[config.mk]
export PLATFORM = sky130hd
export DESIGN_NAME = instr_bus_response_router
export DESIGN_NICKNAME = d
export VERILOG_FILES = /design/src/rtl/pixel_riscv_soc_pkg.sv /design/src/rtl/instr_bus_id_fifo.sv /design/src/rtl/instr_bus_response_router.sv
export SDC_FILE = /design/constraint.sdc
export NUM_CORES = 1
export LEC_CHECK = 0
export ABC_CLOCK_PERIOD_IN_PS = 7140
export BUFFER_PORTS_ARGS = -buffer_cell sky130_fd_sc_hd__buf_4
export CORE_MARGIN = 2
export CORE_UTILIZATION = 33
export CTS_CLUSTER_DIAMETER = 100
export DETAILED_ROUTE_END_ITERATION = 7
export GPL_TIMING_DRIVEN = 1
export PLACE_DENSITY = 0.89
export SYNTH_ARGS = -nofsm -noshare
export SYNTH_HDL_FRONTEND = slang
export SYNTH_SLANG_ARGS = --single-unit
[constraint.sdc]
create_clock -name clk -period 7.14 [get_ports clk]
set_input_delay 0.714 -clock clk [delete_from_list [all_inputs] [get_ports clk]]
set_output_delay 0.714 -clock clk [all_outputs]
set_load 0.02 [all_outputs]
[src/rtl/pixel_riscv_soc_pkg.sv]
// Shared SoC types for the instruction bus: decoded slave IDs, decoder state and
// router defaults.
package pixel_riscv_soc_pkg;

  typedef enum logic [1:0] {
    NONE     = 2'd0,
    BOOT_ROM = 2'd1,
    CODE_RAM = 2'd2
  } instr_bus_slave_t;

  typedef struct packed {
    logic [31:0]      fetch_addr;
    instr_bus_slave_t requested_slave;
  } instr_bus_state_t;

  localparam int unsigned INSTR_BUS_MAX_OUTSTANDING = 2;
  localparam logic [31:0] INSTR_BUS_ERR_RDATA       = 32'h0000_0000;

  function automatic logic is_mapped(instr_bus_slave_t s);
    return (s == BOOT_ROM) || (s == CODE_RAM);
  endfunction

endpackage

[src/rtl/instr_bus_id_fifo.sv]
// In-order FIFO of slave IDs for in-flight instruction fetches.
// Pushes while full and pops while empty are ignored.
module instr_bus_id_fifo
  import pixel_riscv_soc_pkg::*;
#(
  parameter int unsigned Depth = 2
) (
  input  logic             clk,
  input  logic             rst,
  input  logic             push,
  input  instr_bus_slave_t push_id,
  input  logic             pop,
  output instr_bus_slave_t head,
  output logic             full,
  output logic             empty
);

  localparam int unsigned PtrW = (Depth > 1) ? $clog2(Depth) : 1;
  localparam int unsigned CntW = $clog2(Depth + 1);

  typedef logic [PtrW-1:0] ptr_t;
  typedef logic [CntW-1:0] cnt_t;

  localparam ptr_t LastPtr = ptr_t'(Depth - 1);
  localparam cnt_t FullCnt = cnt_t'(Depth);

  instr_bus_slave_t mem_q [Depth];
  instr_bus_slave_t mem_d [Depth];
  ptr_t             wr_ptr_q, wr_ptr_d;
  ptr_t             rd_ptr_q, rd_ptr_d;
  cnt_t             count_q, count_d;
  logic             push_en, pop_en;

  function automatic ptr_t ptr_inc(ptr_t p);
    return (p == LastPtr) ? '0 : p + ptr_t'(1);
  endfunction

  assign full    = (count_q == FullCnt);
  assign empty   = (count_q == '0);
  assign head    = mem_q[rd_ptr_q];
  assign push_en = push & ~full;
  assign pop_en  = pop & ~empty;

  always_comb begin
    mem_d    = mem_q;
    wr_ptr_d = wr_ptr_q;
    rd_ptr_d = rd_ptr_q;
    count_d  = count_q;
    if (push_en) begin
      mem_d[wr_ptr_q] = push_id;
      wr_ptr_d        = ptr_inc(wr_ptr_q);
    end
    if (pop_en) begin
      rd_ptr_d = ptr_inc(rd_ptr_q);
    end
    unique case ({push_en, pop_en})
      2'b10:   count_d = count_q + cnt_t'(1);
      2'b01:   count_d = count_q - cnt_t'(1);
      default: count_d = count_q;
    endcase
  end

  always_ff @(posedge clk) begin
    if (rst) begin
      for (int i = 0; i < Depth; i++) begin
        mem_q[i] <= NONE;
      end
      wr_ptr_q <= '0;
      rd_ptr_q <= '0;
      count_q  <= '0;
    end else begin
      mem_q    <= mem_d;
      wr_ptr_q <= wr_ptr_d;
      rd_ptr_q <= rd_ptr_d;
      count_q  <= count_d;
    end
  end

endmodule

[src/rtl/instr_bus_response_router.sv]
// Gates core fetches to boot ROM / code RAM, tracks them in order and steers responses
// back; unmapped fetches are answered locally with an error one cycle after grant.
module instr_bus_response_router
  import pixel_riscv_soc_pkg::*;
#(
  parameter int unsigned MAX_OUTSTANDING = INSTR_BUS_MAX_OUTSTANDING,
  parameter logic [31:0] ERR_RDATA       = INSTR_BUS_ERR_RDATA
) (
  input  logic             clk,
  input  logic             rst,
  input  instr_bus_state_t instr_bus_state,
  input  logic             core_req,
  output logic             core_gnt,
  output logic             core_rvalid,
  output logic [31:0]      core_rdata,
  output logic             core_err,
  output logic             rom_req,
  input  logic             rom_gnt,
  input  logic             rom_rvalid,
  input  logic [31:0]      rom_rdata,
  output logic             ram_req,
  input  logic             ram_gnt,
  input  logic             ram_rvalid,
  input  logic [31:0]      ram_rdata,
  output logic             protocol_error
);

  instr_bus_slave_t sel;
  instr_bus_slave_t head;
  logic             full, empty;
  logic             push;
  logic             rom_expected, ram_expected;
  logic             unexpected;
  logic             protocol_error_q, protocol_error_d;
  logic             unused_state;

  assign sel          = instr_bus_state.requested_slave;
  assign unused_state = ^instr_bus_state.fetch_addr;

  // Request gating and grant return; no grant while full, even if a pop is under way.
  always_comb begin
    rom_req  = 1'b0;
    ram_req  = 1'b0;
    core_gnt = 1'b0;
    if (!full) begin
      case (sel)
        BOOT_ROM: begin
          rom_req  = core_req;
          core_gnt = rom_gnt;
        end
        CODE_RAM: begin
          ram_req  = core_req;
          core_gnt = ram_gnt;
        end
        NONE:     core_gnt = core_req;
        default:  core_gnt = 1'b0;
      endcase
    end
  end

  assign push = core_req & core_gnt;

  always_comb begin
    core_rvalid  = 1'b0;
    core_rdata   = '0;
    core_err     = 1'b0;
    rom_expected = 1'b0;
    ram_expected = 1'b0;
    if (!empty) begin
      case (head)
        BOOT_ROM: begin
          rom_expected = 1'b1;
          core_rvalid  = rom_rvalid;
          core_rdata   = rom_rvalid ? rom_rdata : '0;
        end
        CODE_RAM: begin
          ram_expected = 1'b1;
          core_rvalid  = ram_rvalid;
          core_rdata   = ram_rvalid ? ram_rdata : '0;
        end
        default: begin
          core_rvalid = 1'b1;
          core_rdata  = ERR_RDATA;
          core_err    = 1'b1;
        end
      endcase
    end
  end

  // A response from a slave not at the head is dropped and flagged until reset.
  assign unexpected       = (rom_rvalid & ~rom_expected) | (ram_rvalid & ~ram_expected);
  assign protocol_error_d = protocol_error_q | unexpected;
  assign protocol_error   = protocol_error_q;

  always_ff @(posedge clk) begin
    if (rst) begin
      protocol_error_q <= 1'b0;
    end else begin
      protocol_error_q <= protocol_error_d;
    end
  end

  instr_bus_id_fifo #(
    .Depth (MAX_OUTSTANDING)
  ) u_id_fifo (
    .clk     (clk),
    .rst     (rst),
    .push    (push),
    .push_id (sel),
    .pop     (core_rvalid),
    .head    (head),
    .full    (full),
    .empty   (empty)
  );

endmodule

==> impl_metrics.toml, run 1 <==
[pwr]
p_comb_share_pct = 58.4
peakVddDrop_uv = 236
power_density_nw_per_um2 = 151
p_sw_mw = 0.109
p_clk_share_pct = 14.3
swShare_pct = 39.4
power_frac_seq_pct = 27.3
total_power_mw = 0.276
p_leak_nw = 0.827
intPower_mw = 0.167

[floorplan]
initial_core_util_pct = 33.7
rows = 20
core-area_um2 = 2980
die_area_um2 = 3500
dieHeight_um = 59.1
pin_count = 143
die_w_um = 59.1

[clock_tree]
cts_max_level = 1
path_clk_slew_ns = 0.06
clock_sinks = 9
post_cts_resized = 0
holdBufCountCts = 0
cts_tree = "built"
cts_root_buf = "clkbuf_4"
post_cts_buffers = 0
cts_buffer_depth = 2
insertion_delay_ns = 0.26
cts_made_buffers = 3

[critical_path]
cp-endpoint = "core_rdata[6]"
cp_top_family = "simple AND/OR/NAND/NOR gates"
startpoint = "u_id_fifo.rd_ptr_q"
worstSetupStartpointType = "flop"
cp_slowest_cell = "and2_1"
worstPathRequired_ns = 6.43
reg2reg_slack_ns = 4.18
crit_chain = "mux2i_1 -> ha_1 -> and2_1 -> a22oi_1 -> nor2_1 -> buf_4"
cp.depth = 6
critPathBufInv = 1
r2r-start = "u_id_fifo.rd_ptr_q"
path_max_fanout = 33
critPathMaxStageDelay_ns = 0.91
r2r_cells = 7
arrival_ns = 2.58
cp-end-kind = "output pin"
r2r-end = "u_id_fifo.count_q[1]"
crit_type = "flop to output pin"

[layout]
drive_gt1_share_pct = 50.2
antenna_cells = 0
area_growth_pct = 82.3
final_area_um2 = 1830
post-route-util_pct = 61.4
nets = 348

[routing]
vias = 1379
ant_nets = 0
initialDrtViolationCount = 121
drt_first_pass_iters = 4
vias_per_cell = 5.07
remaining_drc_errors = 0
wl_mm = 3.59
wl_per_cell_um = 13.2

[placement]
hpwl_mm = 2.82
place_area_um2 = 1800
io_buffers = 110
gp_congestion = 0.766

[job]
drv_cap = 0

[logic_synthesis]
synth_adder_area_share_pct = 3.74
async_flop_share_pct = 0
syn_inst = 138
synth-simple-area-share_pct = 25.4
yosysWarningCount = 0
synth_area_um2 = 1000
synthXorXnorAreaFrac_pct = 2.62
synth_top_family_by_area = "compound AO/OA/AOI/OAI gates"
synth_mux_area_share_pct = 4.99
synth.yosys.seq_area_share_pct = 18.0
ys.flop_type = "dfxtp_1"
syn-num-nets = 246
synth.avg_cell_area_um2 = 7.27
synth_compound_area_share_pct = 36.7
synth.distinct_cells = 32
synth-seq-cells = 9
synth-edff-count = 0

[global_routing]
grt_max_degree = 34
antenna_found_initial = 0
grt_overflow = 0
grt_usage_pct = 18.5
grt_pass1_wl_mm = 5.15
grt_pass1_vias = 1153

[worst_hold_path]
hold_path.class = "flop to flop"
hold-path-cell-count = 2

[timing]
fin_hold_ws_ns = 0.484
worstMarginPinSlew_ns = 1.19
drv_slew = 0
max-slew-margin-rel_pct = 20.7
finalCritPeriodShare_pct = 46.1
fmax_ghz = 0.304
period_needed_ns = 3.29
skew_ns = 0.00385
hold_violations = 0
grt_setup_unrepaired = "no"
setup_violations = 0
final.setup.tns_ns = 0

[status]
status = "complete, no violations"
==> tightest hold or removal path: cells and delay by family (launching register included) <==
| family | cells | cell delay [ns] |
|---|---|---|
| flip-flops | 1 | 0.31 |
| AND/OR/NAND/NOR | 1 | 0.07 |
| multiplexers | 1 | 0.06 |
==> synth_stat cells, drive strengths merged, types with 2 or more instances <==
master   n  area, um2
buf     11       63.8
nor2b    3       18.8
mux2i    5       50.1
dfxtp    9        180
nor2    36        138
ha       3       37.5
a22oi   32        240
inv      4       15.0
o21ai    7       35.0
nand2    3       11.3
nand2b   7       53.8
a21oi    2       10.0
xnor2    2       17.5
clkbuf   2       7.51
and2     2       15.0
==> power groups by stage <==
stage | sequential, mW | clock [mW] | combinational, mW
3_5_place_dp | 0.0771 | 0 | 0.162
2_1_floorplan | 0.0698 | 0 | 0.109
5_1_grt | 0.0778 | 0.0436 | 0.178
6_report | 0.0755 | 0.0395 | 0.161
4_1_cts | 0.0758 | 0.0411 | 0.163
3_3_place_gp | 0.0765 | 0 | 0.158
==> sequential cells by signal, indices dropped and copies added (netlist names) <==
name and cells:
protocol_error 1, u_id_fifo.count_q 2, u_id_fifo.mem_q 4, u_id_fifo.rd_ptr_q 1, u_id_fifo.wr_ptr_q 1
==> through the flow <==
| stage | worst slack, ns | instances |
|---|---|---|
| 6_report | 3.85 | 272 |
| 5_1_grt | 3.61 | 272 |
| 4_1_cts | 3.83 | 272 |
| 3_5_place_dp | 4.12 | 268 |
| 3_3_place_gp | 4.17 | 268 |
| 2_1_floorplan | 4.78 | 138 |
==> final cells by class <==
class / count / area, um2
fill: 293 / 1150
sequential: 9 / 180
inverter: 4 / 15.0
timing repair buffer: 110 / 826
multi-input combinational: 112 / 741
tap: 33 / 41.3
clock buffer: 4 / 26.3
==> worst min path at each step <==
stage	start	endpoint
after floorplan	u_id_fifo.mem_q[0]	u_id_fifo.mem_q[0]
after global placement	u_id_fifo.mem_q[1]	u_id_fifo.mem_q[1]
after detailed placement	u_id_fifo.mem_q[0]	u_id_fifo.mem_q[0]
after CTS	u_id_fifo.mem_q[0]	u_id_fifo.mem_q[0]
after global routing	u_id_fifo.mem_q[0]	u_id_fifo.mem_q[0]
final	u_id_fifo.mem_q[0]	u_id_fifo.mem_q[0]
==> kinds of logic (layout without fill, tap and decap cells) <==
family          after synthesis  after routing
flops                         9              9
mux                           5              5
simple gates                 54             54
fa+ha+maj                     3              3
xor+xnor                      3              3
compound gates               47             47
buf+inv                      17            118
==> cell usage in the layout (no fill, tap or decap), types with 2 or more instances in the layout <==
cell and instances:
buf_4 110, o21ai_0 5, nor2_1 35, xnor2_1 2
o21ai_1 2, inv_1 4, nand2_1 3, nor2b_1 3
ha_1 3, nand2b_1 5, dfxtp_1 9, a22oi_1 32
mux2i_1 5, a21oi_1 2, clkbuf_4 3
==> routing by layer <==
layer  vias up  wire length (um)  track usage (%)  part of all wire (%)
li1        697                 -                -                     -
met1       630              1480             22.6                    41
met2        52              1850             33.0                    52
met3         0               265             4.80                   7.4
met4         0                 0             2.60                     0
met5         -                 0                0                     0
Power figures use the tool's default switching activity.
==> inputs of run 2 (changes only) <==
--- a/config.mk
+++ b/config.mk
@@ -5,14 +5,14 @@
 export SDC_FILE = /design/constraint.sdc
 export NUM_CORES = 1
 export LEC_CHECK = 0
-export ABC_CLOCK_PERIOD_IN_PS = 7140
+export ABC_CLOCK_PERIOD_IN_PS = 3050
 export BUFFER_PORTS_ARGS = -buffer_cell sky130_fd_sc_hd__buf_4
 export CORE_MARGIN = 2
-export CORE_UTILIZATION = 33
+export CORE_UTILIZATION = 30
 export CTS_CLUSTER_DIAMETER = 100
 export DETAILED_ROUTE_END_ITERATION = 7
 export GPL_TIMING_DRIVEN = 1
-export PLACE_DENSITY = 0.89
+export PLACE_DENSITY = 0.82
 export SYNTH_ARGS = -nofsm -noshare
 export SYNTH_HDL_FRONTEND = slang
 export SYNTH_SLANG_ARGS = --single-unit
==> constraint.sdc (replaced) <==
create_clock -name clk -period 3.05 [get_ports clk]
set_input_delay 0.305 -clock clk [delete_from_list [all_inputs] [get_ports clk]]
set_output_delay 0.305 -clock clk [all_outputs]
set_load 0.02 [all_outputs]
==> run 2 against run 1 <==
First-iteration DRC count fell by 55%. Combinational power rose by 140%. Utilization is 2.0 points lower. Critical path depth increased by 1. Flip-flop and latch count unchanged. Clock skew decreased by 0.0020 ns. Highest routed layer is now met4.
==> impl_metrics.toml, run 2 (synthesized netlist as in run 1, its figures left out) <==
[clock_tree]
post_cts_resized = 0
insertion_delay_ns = 0.26
clock_sinks = 9
cts_tree = "built"
path_clk_slew_ns = 0.06
holdBufCountCts = 0
cts_buffer_depth = 2
cts_root_buf = "clkbuf_4"
post_cts_buffers = 0
cts_max_level = 1
cts_made_buffers = 3

[job]
drv_cap = 0

[layout]
regMostFlops = "u_id_fifo.mem_q"
largest_reg_flops = 4
fillCellCount = 315
nets = 350
post-route-util_pct = 59.4
drive_gt1_share_pct = 50.6
most-common-layout-cells = "buf_4, nor2_1, a22oi_1, dfxtp_1"
multi_input_area_um2 = 741
antenna_cells = 0
mostFrequentLayoutCell = "buf_4"
reg_top3 = "u_id_fifo.mem_q x4, u_id_fifo.count_q x2"
layoutNonFillerInstCount = 285
final_area_um2 = 1860
seq_area_um2 = 180
area_growth_pct = 85.2

[critical_path]
cp_top_family = "buffers and inverters"
worstSetupStartpointType = "flop"
crit_chain = "mux2i_1 -> inv_1 -> ha_1 -> o21bai_2 -> buf_4 -> nor2_1 -> buf_4"
cp-end-kind = "output pin"
critPathBufInv = 3
arrival_ns = 2.33
worstPathRequired_ns = 2.74
crit_top_cell = "buf_4"
critPathMaxStageDelay_ns = 0.45
path_max_fanout = 27
cp_slowest_cell = "o21bai_2"
crit_type = "flop to output pin"

[timing]
period_needed_ns = 2.64
fin_ws_ns = 0.410
finalCritPeriodShare_pct = 86.5
grt_setup_unrepaired = "no"
fmax_ghz = 0.379
drv_slew = 0
hold_violations = 0
worstMarginPinSlew_ns = 1.02
final.setup.tns_ns = 0
fin_hold_ws_ns = 0.284
setup_violations = 0
max-slew-margin-rel_pct = 31.8
skew_ns = 0.00188

[routing]
wl_mm = 3.55
vias_per_cell = 4.93
initialDrtViolationCount = 55
wl_per_cell_um = 12.4
drt_first_pass_iters = 4
ant_nets = 0
vias = 1405
remaining_drc_errors = 0

[floorplan]
rows = 20
die_area_um2 = 3820
dieHeight_um = 61.8
pin_count = 143
die_w_um = 61.8
core-area_um2 = 3130
initial_core_util_pct = 32.1

[pwr]
p_leak_nw = 0.836
peakVddDrop_uv = 385
total_power_mw = 0.657
power_density_nw_per_um2 = 354

[global_routing]
grt_usage_pct = 16.4
grt_pass1_wl_mm = 4.81
antenna_found_initial = 0
grt_max_degree = 34
grt_pass1_vias = 1130
grt_overflow = 0

[placement]
io_buffers = 110
hpwl_mm = 2.79
place_area_um2 = 1830
gp_congestion = 0.756
placed_cells = 281
post-place-ws_ns = 0.502

[worst_hold_path]
hold_path.class = "input pin to flop"

[status]
status = "complete, no violations"
-- run 2: cell type report --
class	count	area share (%)
clock buffer	4	1.41
inverter	4	0.808
sequential	9	9.70
tap	44	2.96
multi-input combinational	112	39.9
timing repair buffer	112	45.3
-- run 2: worst reg2reg max path: stages, from the launching register on --
cell	delay, ns
dfxtp_1	0.41
mux2i_1	0.28
inv_1	0.07
ha_1	0.19
and2_4	0.25
o32a_4	0.41
ha_1	0.34
or3_1	0.36
a21oi_1	0.16
-- run 2: power by group --
group	switching [mW]	internal [mW]
clock network	0.0420	0.0504
logic	0.184	0.204
registers	0.0364	0.141
total	0.262	0.395
-- run 2: routing by layer --
metal  share of wire [%]  track usage (%)
met2                  52             30.8
met3                 8.7             1.86
met4                 1.2             4.56
met1                  38             19.5
met5                   0                0
-- run 2: worst paths after layout --
kind | from | endpoint | slack [ns] | cells after the start
setup reg to reg | u_id_fifo.rd_ptr_q | u_id_fifo.count_q[1] | 0.52 | 8
hold / removal | rst | u_id_fifo.rd_ptr_q | 0.28 | 2
setup / recovery | u_id_fifo.rd_ptr_q | core_rdata[19] | 0.41 | 7
hold reg to reg | u_id_fifo.mem_q[1] | u_id_fifo.mem_q[1] | 0.48 | 2
==> inputs of run 3 (changes only) <==
--- a/config.mk
+++ b/config.mk
@@ -5,14 +5,16 @@
 export SDC_FILE = /design/constraint.sdc
 export NUM_CORES = 1
 export LEC_CHECK = 0
-export ABC_CLOCK_PERIOD_IN_PS = 3050
+export ABC_CLOCK_PERIOD_IN_PS = 2450
 export BUFFER_PORTS_ARGS = -buffer_cell sky130_fd_sc_hd__buf_4
 export CORE_MARGIN = 2
 export CORE_UTILIZATION = 30
 export CTS_CLUSTER_DIAMETER = 100
 export DETAILED_ROUTE_END_ITERATION = 7
 export GPL_TIMING_DRIVEN = 1
+export HOLD_SLACK_MARGIN = 0.02
 export PLACE_DENSITY = 0.82
+export REMOVE_ABC_BUFFERS = 1
 export SYNTH_ARGS = -nofsm -noshare
 export SYNTH_HDL_FRONTEND = slang
 export SYNTH_SLANG_ARGS = --single-unit
==> constraint.sdc (replaced) <==
create_clock -name clk -period 2.45 [get_ports clk]
set_input_delay 0.245 -clock clk [delete_from_list [all_inputs] [get_ports clk]]
set_output_delay 0.245 -clock clk [all_outputs]
set_load 0.02 [all_outputs]
==> run 3 against run 2 <==
Non-clock buffer count is 1 higher. Hold slack worse by 0.073 ns. Clock power is 27% higher. Power is 27% higher. Setup slack worse by 0.29 ns. Highest routed layer unchanged.
==> impl_metrics.toml, run 3 (synthesized netlist as in run 1, its figures left out) <==
[placement]
io_buffers = 110
place_area_um2 = 1850
post-place-ws_ns = 0.0866
gp_congestion = 0.722
placed_cells = 282
hpwl_mm = 2.94

[routing]
drt_first_pass_iters = 4
vias = 1373
wl_per_cell_um = 13.0
vias_per_cell = 4.80
remaining_drc_errors = 0
initialDrtViolationCount = 66
wl_mm = 3.71
ant_nets = 0

[timing]
hold_violations = 0
fmax_ghz = 0.430
fin_ws_ns = 0.122
period_needed_ns = 2.33
drv_slew = 0
skew_ns = 0.00325
worstMarginPinSlew_ns = 0.403
setup_violations = 0
max-slew-margin-rel_pct = 73.1
finalCritPeriodShare_pct = 95.0
grt_setup_unrepaired = "no"

[critical_path]
cp_top_family = "adder cells"
worstSetupStartpointType = "flop"
crit_type = "flop to flop"
critPathBufInv = 1
critPathMaxStageDelay_ns = 0.42
cp.depth = 7
reg2reg_slack_ns = 0.12
arrival_ns = 2.53
r2r_cells = 7
worstPathRequired_ns = 2.65
crit_chain = "mux2i_2 -> inv_1 -> ha_1 -> o32a_4 -> ha_1 -> or3_1 -> a21oi_1"
cp-end-kind = "flop"
crit_top_cell = "ha_1"
path_max_fanout = 3
cp_slowest_cell = "o32a_4"

[global_routing]
grt_pass1_wl_mm = 5.21
grt_overflow = 0
grt_pass1_vias = 1161
grt_usage_pct = 18.1
grt_max_degree = 33
antenna_found_initial = 0

[layout]
fillCellCount = 302
final_area_um2 = 1890
drive_gt1_share_pct = 52.5
reg_top3 = "u_id_fifo.mem_q x4, u_id_fifo.count_q x2"
largest_reg_flops = 4
layoutNonFillerInstCount = 286
area_growth_pct = 88.2
regMostFlops = "u_id_fifo.mem_q"
antenna_cells = 0
mostFrequentLayoutCell = "buf_4"
most-common-layout-cells = "buf_4, nor2_1, a22oi_1, dfxtp_1"
nets = 351

[worst_hold_path]
hold_path.class = "input pin to flop"
hold-path-cell-count = 2

[clock_tree]
holdBufCountCts = 0
cts_max_level = 1
cts_tree = "built"
path_clk_slew_ns = 0.07
clock_sinks = 9
cts_root_buf = "clkbuf_4"
cts_buffer_depth = 2
insertion_delay_ns = 0.26
cts_made_buffers = 3

[pwr]
p_leak_nw = 0.851
power_density_nw_per_um2 = 442
peakVddDrop_uv = 216

[status]
status = "complete, no violations"

[floorplan]
dieHeight_um = 61.8
core-area_um2 = 3130
initial_core_util_pct = 32.1
die_area_um2 = 3820
rows = 20
pin_count = 143
die_w_um = 61.8

[job]
drv_cap = 0
-- run 3: cell count changes in the layout (fill, tap and decap cells not counted) --
cell / delta
buf_12: +1
clkbuf_1: -1
clkinv_2: +1
dfxtp_1: -1
dfxtp_2: +1
mux2i_1: -2
mux2i_2: +2
-- run 3: layout make-up --
| type | instances | area [um2] | share of cell area (%) |
|---|---|---|---|
| Clock buffer | 3 | 22.5 | 1.19 |
| Clock inverter | 1 | 5.00 | 0.265 |
| Inverter | 4 | 15.0 | 0.795 |
| Multi-Input combinational cell | 112 | 748 | 39.6 |
| Sequential cell | 9 | 181 | 9.61 |
| Tap cell | 44 | 55.1 | 2.92 |
| Timing Repair Buffer | 113 | 861 | 45.6 |
-- run 3: final timing paths --
kind	from	to
max	u_id_fifo.rd_ptr_q	u_id_fifo.count_q[1]
min	rst	u_id_fifo.rd_ptr_q
max reg2reg	u_id_fifo.rd_ptr_q	u_id_fifo.count_q[1]
min reg2reg	protocol_error	protocol_error
-- run 3: layer usage --
layer  wire [um]  up-vias  track usage (%)
met4          27        0             4.86
li1            -      702                -
met5           0        -                0
met1        1470      614             21.6
met2        2000       55             33.2
met3         217        2             2.90
-- run 3: where the power goes --
group / internal (mW) / switching [mW] / leakage (nW)
logic: 0.264 / 0.229 / 0.759
clock network: 0.0604 / 0.0571 / 0.0177
registers: 0.176 / 0.0488 / 0.0742
-- run 3: metrics by stage --
step           TNS, ns  hold slack [ns]  total power, mW  utilization (%)
2_1_floorplan   -0.110            0.314            0.500                -
3_3_place_gp         0            0.464            0.703             59.2
3_5_place_dp         0            0.465            0.716             59.2
4_1_cts              0            0.212            0.837             60.1
5_1_grt              0            0.222            0.902             60.4
6_report             0            0.211            0.835             60.4
-- run 3: repair_timing --
action | in CTS | in global routing
resized for setup | 0 | 3
buffers inserted | 0 | 0
setup endpoints to repair | 0 | 28
